`config.mk`:
```
export PLATFORM = sky130hd
export DESIGN_NAME = load_store_unit
export DESIGN_NICKNAME = d
export VERILOG_FILES = /design/src/rtl/lsu_pkg.sv /design/src/rtl/lsu_lane_align.sv /design/src/rtl/load_store_unit.sv
export SDC_FILE = /design/constraint.sdc
export NUM_CORES = 1
export LEC_CHECK = 0
export BUFFER_PORTS_ARGS = -buffer_cell sky130_fd_sc_hd__buf_2
export CORE_ASPECT_RATIO = 0.7
export CORE_MARGIN = 5
export CORE_UTILIZATION = 30
export DETAILED_ROUTE_END_ITERATION = 7
export HOLD_SLACK_MARGIN = 0.08
export PLACE_DENSITY_LB_ADDON = 0.25
export SYNTH_ARGS = -nofsm -noshare
export SYNTH_HDL_FRONTEND = slang
export SYNTH_SLANG_ARGS = --single-unit
```
`constraint.sdc`:
```
create_clock -name clk -period 3.8 [get_ports clk]
set_input_delay 1.14 -clock clk [delete_from_list [all_inputs] [get_ports clk]]
set_output_delay 1.14 -clock clk [all_outputs]
set_load 0.1 [all_outputs]
```
`src/rtl/lsu_pkg.sv`:
```
// lsu_pkg: shared types, default geometry and beat/lane helpers for the load/store unit.
//   lsu_state_t  - FSM state encoding (IDLE, ACCESS, DONE)
//   beat_count() - number of bus beats needed for an access
//   lane_mask()  - byte lanes touched by an access on a given beat
package lsu_pkg;

  localparam int unsigned LSU_BUS_BYTES = 2;
  localparam int unsigned LSU_MAX_BYTES = 4;
  localparam int unsigned LSU_ADDR_W    = 20;
  localparam int unsigned OFF_W         = $clog2(LSU_BUS_BYTES);

  typedef enum logic [1:0] {
    IDLE   = 2'd0,
    ACCESS = 2'd1,
    DONE   = 2'd2
  } lsu_state_t;

  // Beats spanned by bytes off .. off+size-1 of a bus-aligned window.
  function automatic int unsigned beat_count(input int unsigned off,
                                             input int unsigned size,
                                             input int unsigned bus_bytes);
    return (off + size + bus_bytes - 1) / bus_bytes;
  endfunction

  // Lanes of beat 'beat' that carry access bytes; bus widths up to 8 bytes.
  function automatic logic [7:0] lane_mask(input int unsigned off,
                                           input int unsigned size,
                                           input int unsigned beat,
                                           input int unsigned bus_bytes);
    logic [7:0]  mask;
    int unsigned pos;
    mask = '0;
    for (int unsigned l = 0; l < 8; l++) begin
      pos = beat * bus_bytes + l;
      if (l < bus_bytes && pos >= off && pos < off + size) mask[l[2:0]] = 1'b1;
    end
    return mask;
  endfunction

endpackage

```
`src/rtl/lsu_lane_align.sv`:
```
// lsu_lane_align: combinational lane steering between MDR byte order and bus lanes.
//   off/size/beat - access geometry and current beat index
//   mdr           - store data in access byte order
//   rd_data       - bus read data for the current beat
//   bytesel       - active lanes on this beat
//   wr_data       - store data placed on its lanes, other lanes 0
//   merge_en      - MDR bytes filled by this beat on a load
//   merge_data    - read bytes moved into MDR byte positions
module lsu_lane_align
  import lsu_pkg::*;
#(
  parameter int unsigned BUS_BYTES = 2,
  parameter int unsigned MAX_BYTES = 4,
  parameter int unsigned OFF_BITS  = 1,
  parameter int unsigned SIZE_W    = 3,
  parameter int unsigned BEAT_W    = 2
) (
  input  logic [OFF_BITS-1:0]    off,
  input  logic [SIZE_W-1:0]      size,
  input  logic [BEAT_W-1:0]      beat,
  input  logic [8*MAX_BYTES-1:0] mdr,
  input  logic [8*BUS_BYTES-1:0] rd_data,
  output logic [BUS_BYTES-1:0]   bytesel,
  output logic [8*BUS_BYTES-1:0] wr_data,
  output logic [MAX_BYTES-1:0]   merge_en,
  output logic [8*MAX_BYTES-1:0] merge_data
);

  // Access byte j lives at window position off+j; it is on this beat when that
  // position falls in [beat*BUS_BYTES, beat*BUS_BYTES + BUS_BYTES).
  always_comb begin
    bytesel    = BUS_BYTES'(lane_mask(32'(off), 32'(size), 32'(beat), BUS_BYTES));
    wr_data    = '0;
    merge_en   = '0;
    merge_data = '0;
    for (int unsigned j = 0; j < MAX_BYTES; j++) begin
      for (int unsigned l = 0; l < BUS_BYTES; l++) begin
        if (j < 32'(size) && 32'(off) + j == 32'(beat) * BUS_BYTES + l) begin
          wr_data[8*l +: 8]    = mdr[8*j +: 8];
          merge_en[j]          = 1'b1;
          merge_data[8*j +: 8] = rd_data[8*l +: 8];
        end
      end
    end
  end

endmodule

```
`src/rtl/load_store_unit.sv`:
```
// load_store_unit: turns one segment:offset access of 1..MAX_BYTES bytes into
// one or more BUS_BYTES-wide bus beats, splitting and reassembling as needed.
//   write_mar/mar_in, write_mdr/mdr_in - register loads (blocked while busy)
//   segment                            - segment base, stable during an access
//   start/size/wr_en                   - access request, sampled in IDLE
//   busy/complete                      - status; complete pulses once per access
//   mdr_out                            - MDR contents (load result)
//   m_*                                - memory arbiter beat interface
module load_store_unit
  import lsu_pkg::*;
#(
  parameter int unsigned BUS_BYTES = LSU_BUS_BYTES,
  parameter int unsigned MAX_BYTES = LSU_MAX_BYTES,
  parameter int unsigned ADDR_W    = LSU_ADDR_W
) (
  input  logic                                  clk,
  input  logic                                  reset,
  input  logic                                  write_mar,
  input  logic [15:0]                           segment,
  input  logic [15:0]                           mar_in,
  input  logic                                  write_mdr,
  input  logic [8*MAX_BYTES-1:0]                mdr_in,
  output logic [8*MAX_BYTES-1:0]                mdr_out,
  output logic [ADDR_W-$clog2(BUS_BYTES)-1:0]   m_addr,
  input  logic [8*BUS_BYTES-1:0]                m_data_in,
  output logic [8*BUS_BYTES-1:0]                m_data_out,
  output logic                                  m_access,
  input  logic                                  m_ack,
  output logic                                  m_wr_en,
  output logic [BUS_BYTES-1:0]                  m_bytesel,
  input  logic                                  start,
  input  logic [$clog2(MAX_BYTES):0]            size,
  input  logic                                  wr_en,
  output logic                                  busy,
  output logic                                  complete
);

  localparam int unsigned OFF_BITS  = $clog2(BUS_BYTES);
  localparam int unsigned SIZE_W    = $clog2(MAX_BYTES) + 1;
  localparam int unsigned MADDR_W   = ADDR_W - OFF_BITS;
  localparam int unsigned MAX_BEATS = (2 * BUS_BYTES - 2 + MAX_BYTES) / BUS_BYTES;
  localparam int unsigned BEAT_W    = $clog2(MAX_BEATS) + 1;

  lsu_state_t             state, state_next;
  logic [15:0]            mar;
  logic [8*MAX_BYTES-1:0] mdr;
  logic [ADDR_W-1:0]      phys, phys_q;
  logic [SIZE_W-1:0]      size_q;
  logic                   wr_q;
  logic [BEAT_W-1:0]      beat_q;
  logic                   size_ok;
  logic                   last_beat;
  logic                   in_access;

  logic [BUS_BYTES-1:0]   lane_sel;
  logic [8*BUS_BYTES-1:0] lane_wr_data;
  logic [MAX_BYTES-1:0]   merge_en;
  logic [8*MAX_BYTES-1:0] merge_data;

  // Linear physical address; the sum wraps at 2^ADDR_W.
  assign phys      = ADDR_W'(32'({segment, 4'b0000}) + 32'(mar));
  assign size_ok   = (size != '0) && (32'(size) <= MAX_BYTES);
  assign last_beat = (32'(beat_q) + 32'd1) ==
                     beat_count(32'(phys_q[OFF_BITS-1:0]), 32'(size_q), BUS_BYTES);
  assign in_access = (state == ACCESS);
  assign mdr_out   = mdr;

  lsu_lane_align #(
    .BUS_BYTES (BUS_BYTES),
    .MAX_BYTES (MAX_BYTES),
    .OFF_BITS  (OFF_BITS),
    .SIZE_W    (SIZE_W),
    .BEAT_W    (BEAT_W)
  ) u_lane_align (
    .off        (phys_q[OFF_BITS-1:0]),
    .size       (size_q),
    .beat       (beat_q),
    .mdr        (mdr),
    .rd_data    (m_data_in),
    .bytesel    (lane_sel),
    .wr_data    (lane_wr_data),
    .merge_en   (merge_en),
    .merge_data (merge_data)
  );

  // State register.
  always_ff @(posedge clk or posedge reset) begin
    if (reset) state <= IDLE;
    else       state <= state_next;
  end

  // Next-state logic.
  always_comb begin
    state_next = state;
    case (state)
      IDLE:    if (start) state_next = size_ok ? ACCESS : DONE;
      ACCESS:  if (m_ack && last_beat) state_next = DONE;
      DONE:    state_next = IDLE;
      default: state_next = IDLE;
    endcase
  end

  // Outputs decoded from state and the latched request.
  always_comb begin
    m_access   = 1'b0;
    busy       = 1'b0;
    complete   = 1'b0;
    m_wr_en    = 1'b0;
    m_bytesel  = '0;
    m_data_out = '0;
    m_addr     = phys_q[ADDR_W-1:OFF_BITS] + MADDR_W'(beat_q);
    case (state)
      ACCESS: begin
        m_access   = 1'b1;
        busy       = 1'b1;
        m_wr_en    = wr_q;
        m_bytesel  = lane_sel;
        m_data_out = wr_q ? lane_wr_data : '0;
      end
      DONE:    complete = 1'b1;
      default: ;
    endcase
  end

  // Request latch, beat counter, MAR and MDR.
  always_ff @(posedge clk or posedge reset) begin
    if (reset) begin
      mar    <= '0;
      mdr    <= '0;
      phys_q <= '0;
      size_q <= '0;
      wr_q   <= 1'b0;
      beat_q <= '0;
    end else begin
      if (write_mar && !in_access) mar <= mar_in;

      if (state == IDLE && start && size_ok) begin
        phys_q <= phys;
        size_q <= size;
        wr_q   <= wr_en;
        beat_q <= '0;
      end else if (in_access && m_ack) begin
        beat_q <= beat_q + BEAT_W'(1);
      end

      // A load start clears MDR so bytes beyond size read back as 0.
      if (state == IDLE && start && size_ok && !wr_en) begin
        mdr <= '0;
      end else if (write_mdr && !in_access) begin
        mdr <= mdr_in;
      end else if (in_access && m_ack && !wr_q) begin
        for (int unsigned j = 0; j < MAX_BYTES; j++) begin
          if (merge_en[j]) mdr[8*j +: 8] <= merge_data[8*j +: 8];
        end
      end
    end
  end

endmodule

```
# == Word-level counts from Yosys, hierarchy flattened ==
# Index checks and enable logic that the tools add are counted.
# totals
regBits,77
latch_bits,0
ramBits,0
rom_bits,0
out_inout_bits,73
wordCells,123
memories,0
# op_classes
add_sub_neg,11
mul,0
n_div,0
order_cmp,9
n_eq_ne,13
shift,0
muxes,45
bitwise,0
reduce_logical,35
# ops
operator,count
8-bit two-way mux,20
32-bit == test,3
32-bit by 4-bit == test with 1-bit output,3
32-bit two-way mux,3
32-bit by 2-bit adder with 32-bit output (second input constant),1
1-bit by 32-bit == test with 1-bit output,1
16-bit two-way mux,2
32-bit by 1-bit subtractor with 32-bit output (second input constant),1
4-bit by 31-bit == test with 1-bit output,1
20-bit by 16-bit adder with 20-bit output,1
19-bit by 3-bit adder with 19-bit output,1
1-bit logical AND,19
3-bit nonzero test,6
1-bit two-way mux,13
2-bit AND reduction,5
2-bit two-way mux,4
1-bit by 2-bit adder with 3-bit output (second input constant),2
1-bit by 3-bit less-than comparator with 1-bit output (first input constant),2
2-bit by 3-bit less-than comparator with 1-bit output (first input constant),2
3-bit two-way mux,2
4-bit by 1-bit adder with 5-bit output (second input constant),1
5-bit by 1-bit greater-or-equal comparator with 1-bit output,1
5-bit by 4-bit less-than comparator with 1-bit output,1
1-bit by 3-bit adder with 4-bit output,1
15 further kinds,17

# == Depth between registers and ports, before layout ==
# logic_depth
ltp_word,9
depth_mapped,9
ltp_nobuf,9

# == Modules after synthesis ==
# From an unflattened synthesis, not the netlist that was laid out.
# hier_totals
cells_unflattened,602
area_unflattened_um2,5703.0
# modules_own_cells
mod,instances,cells_each,area_per_inst_um2,seq_area_each_um2
load_store_unit,1,442,4588.2,1926.8
lsu_lane_align,1,160,1114.8,0.0

# == Worst setup path after synthesis ==
# OpenSTA, ideal clock, no wires.
# synth_timing
kind,register to output
start,reg phys_q[0]
end,out m_bytesel[0]
arrival_time_ps,6282
slack_ps,-3622
path_stages_with_launch,8
n_path_buf,0
path_cell_list,dfrtp_1 ha_1 ha_1 xor2_1 inv_1 ha_1 a21o_1 a2111oi_0
# synth_via
elab_chain_cells,5
word_cells_on_any_way,6
classes_between,1 x add/sub; 2 x order compare; 2 x mux; 1 x reduce/logical
# synth_lines
element,line_no,rtl
start: declaration,load_store_unit.sv:47,"logic [ADDR_W-1:0] phys, phys_q;"
start signal: assignment,load_store_unit.sv:138,phys_q <= phys;
1-bit by 3-bit adder with 4-bit output,--,
4-bit less-than comparator,lsu_pkg.sv:35,if (l < bus_bytes && pos >= off && pos < off + size) mask[l[2:0]] = 1'b1;
1-bit logical AND *,lsu_pkg.sv:35,
1-bit two-way mux *,lsu_pkg.sv:35,
2-bit two-way mux *,load_store_unit.sv:112,case (state)
end: declaration,load_store_unit.sv:30,"output logic [BUS_BYTES-1:0] m_bytesel,"
# Mark *: on every way between the ends. The rest lies on a longest branch, timed or not.

# == Worst setup path in the final report ==
# layout_timing
start,reg size_q[0]
end,out m_bytesel[0]
# layout_via
elab_chain_cells,5
# layout_lines
element,line_no,rtl
start: declaration,load_store_unit.sv:48,logic [SIZE_W-1:0] size_q;
start signal: assignment,load_store_unit.sv:139,size_q <= size;
1-bit by 3-bit adder with 4-bit output,--,
4-bit less-than comparator,lsu_pkg.sv:35,
1-bit logical AND,lsu_pkg.sv:35,
1-bit two-way mux,lsu_pkg.sv:35,
2-bit two-way mux,load_store_unit.sv:112,
# Every way passes these cells.

==> qor.txt <==
row count = 40
H-tree levels = 3
clock slew at reported path FFs = 0.06 ns
kind of critical path = reg -> out
HP Start = mar[1]
Fin. Hold Viols = 0
Vias = 5289
flops & latches, synth = 77
CP Max Fanout = 4
slew margin rel. = 43.9%
input/output buffers = 162
sequential-to-total area share from yosys stat = 36.3%
Final Cycle Share = 98.1%
All-Layer GR Usage = 18.6%
post-synthesis xor/xnor area fraction = 5.77%
critical path's slowest cell = dfrtp_1
average wire per standard cell = 20.0 microns
DRT antenna net count = 0
Max-Cap Viols = 0
M1 WL = 9190 microns
first-pass GRT wire length = 30000 microns
clock latency on the worst-skew pair = 0.34 ns
Final #Nets = 847
fraction of layout cells with a size suffix above 1 = 38.9%
CTS Buf Count = 9
placed cell areas = 7080 sq um
met2 WL = 8340 microns
Reg2Reg Setup Slack = 1.11 ns
final core utilization = 43.1%
Worst Setup Start Kind = flip-flop
# IOs = 163
R2R Path End = mdr_out[2]
clk root buf = clkbuf_16
initial antenna violation count = 2
Vias per Instance = 5.46
main combinational cell family by area after synthesis = compound AO/OA/AOI/OAI gates
worst slew pin tran = 0.841 ns
HPWL Detailed = 15100 microns
net count after synthesis = 682
post-synthesis instance area = 5320 sq um
Max Freq = 0.268 GHz
hold-fix buffers at CTS = 0
status = finished clean
Detail Route met3 WL = 1470 microns
number of global-route vias before repair = 5231
Total Wirelength = 19300 microns
clk buf depth = 2
critical path arrival = 2.59 ns
width of the die = 169 microns
WHS = 0.509 ns
Worst setup EP type = primary output
WHS Path Cells = 1
Synth Flop Type = dfrtp_1
CTS tree = built
clock skew = 0.0105 ns
Synth Area in Simple Gates = 16.9%
multiplexer share of the synthesized area = 6.80%
die area = 20500 sq um
Async S/R FF share, synth = 100%
Core Box Area = 17300 sq um
yosys warns = 0
adder-cell share of the synthesized area = 6.31%
max layer used = met5
final slew viol count = 0
Critical R2R Launch = beat_q[0]
unrepaired setup endpoints after global routing = no
DR DRC count = 0
Post-synth EDFFs = 0
path category of the worst min-delay check = reg -> reg
initial cell density of the core = 30.8%
Post-Layout Inst Area = 7430 sq um
pin count of the biggest net entering global routing = 45
Synth cell types = 56
R2R cell count = 8
GRT overflow = 0
Synth Area in Compound Gates = 24.1%
worst endpoint required time = 2.66 ns
Die Y = 121 microns
hold endpoint = phys_q[1]
total iterations of the first detailed-routing run = 6
Final Setup Violations = 0
Final min period = 3.73 ns
synth-to-layout area growth = 39.9%
number of DRC markers in iteration 0 = 536
RD Place Congestion = 0.908
synthesized area per cell = 9.37 sq um
critical path, cell by cell = ha_2 -> ha_4 -> inv_1 -> fa_1 -> a21o_1 -> a2111oi_4 -> buf_12
CTS sink cnt = 77
Post-Syn Instances = 567
slowest stage delay, CP = 0.42 ns
## worst max-delay path by stage
stage | from | slack, ns | to | depth (start not counted)
finish | size_q[0] | 0.07 | m_bytesel[0] | 7
global route | size_q[0] | 0.003 | m_bytesel[0] | 7
CTS | beat_q[1] | 0.01 | m_addr[5] | 6
detailed placement | size_q[0] | 0.29 | m_bytesel[0] | 8
global placement | size_q[0] | 0.38 | m_bytesel[0] | 8
floorplan | state[1] | -0.16 | m_data_out[0] | 7
## sequential cells by signal, indices dropped and copies added, names as in the netlist
register	cells
mdr_out	32
phys_q	20
mar	16
beat_q	3
size_q	3
state	2
wr_q	1
## Yosys cell counts, drive strengths merged (10+ instances only)
cell type,n,area share (%)
nand3,11,1.0
nor3,19,2.4
xor2,14,2.3
inv,14,0.99
o21ai,26,2.4
mux2,25,5.3
o41ai,25,5.0
o31ai,10,1.4
a21oi,38,3.6
a221oi,25,4.1
ha,22,5.2
a222oi,16,3.0
buf,10,1.3
xnor2,21,3.5
nand2,74,5.2
dfrtp,77,36
clkbuf,23,1.6
nor2,42,3.3
## critical path, delay by kind of cell, from the launching register on
family | cells | cell delay, ns
compound gates | 2 | 0.63
fa+ha+maj | 3 | 0.91
buf+inv | 2 | 0.28
flops | 1 | 0.42
## cells by family after synthesis
| kind of cell | Yosys count |
|---|---|
| and+or+nand+nor | 180 |
| AOI/OAI and AO/OA | 170 |
| DFF | 77 |
| buffers and inverters | 47 |
| xor gates and xnor gates | 35 |
| muxes | 33 |
| adders and majority gates | 25 |
## layout by cell type (no fill, tap or decap), drive strengths merged, types with 22 or more instances in the layout
master	count
dfrtp	77
nand2	74
ha	22
o41ai	25
a21oi	38
mux2	25
nor2	42
a221oi	25
o21ai	26
buf	185
## routing by layer
| metal | global-route usage [%] | up-vias |
|---|---|---|
| met5 | 0 | - |
| met4 | 5.28 | 2 |
| met3 | 4.23 | 31 |
| met2 | 27.1 | 209 |
| met1 | 27.4 | 2581 |
| li1 | - | 2466 |
## stage by stage
step | TNS [ns] | setup WS (ns) | cells
after detailed placement | 0 | 0.295 | 951
after floorplan | -1.46 | -0.164 | 567
after global placement | 0 | 0.383 | 951
after CTS | 0 | 0.0126 | 966
final | 0 | 0.0737 | 968
after global routing | 0 | 0.00315 | 968
## final cells by class
class,count,area (sq um)
inverters,14,60.1
multi-input cells,443,3510
clock inverters,6,88.8
flip-flops and latches,77,1930
diodes,1,2.50
repair buffers,187,1330
fillers,1653,9830
well taps,231,289
clock buffers,9,225
## timing repair
action | in CTS | in global routing
setup buffers | 0 | 1
resized for setup | 1 | 6
endpoints found under the setup margin | 1 | 9
pin swaps | 1 | 1
Power is not shown: default switching activity piles up to over one toggle a cycle in this logic, so the estimate is an artifact.
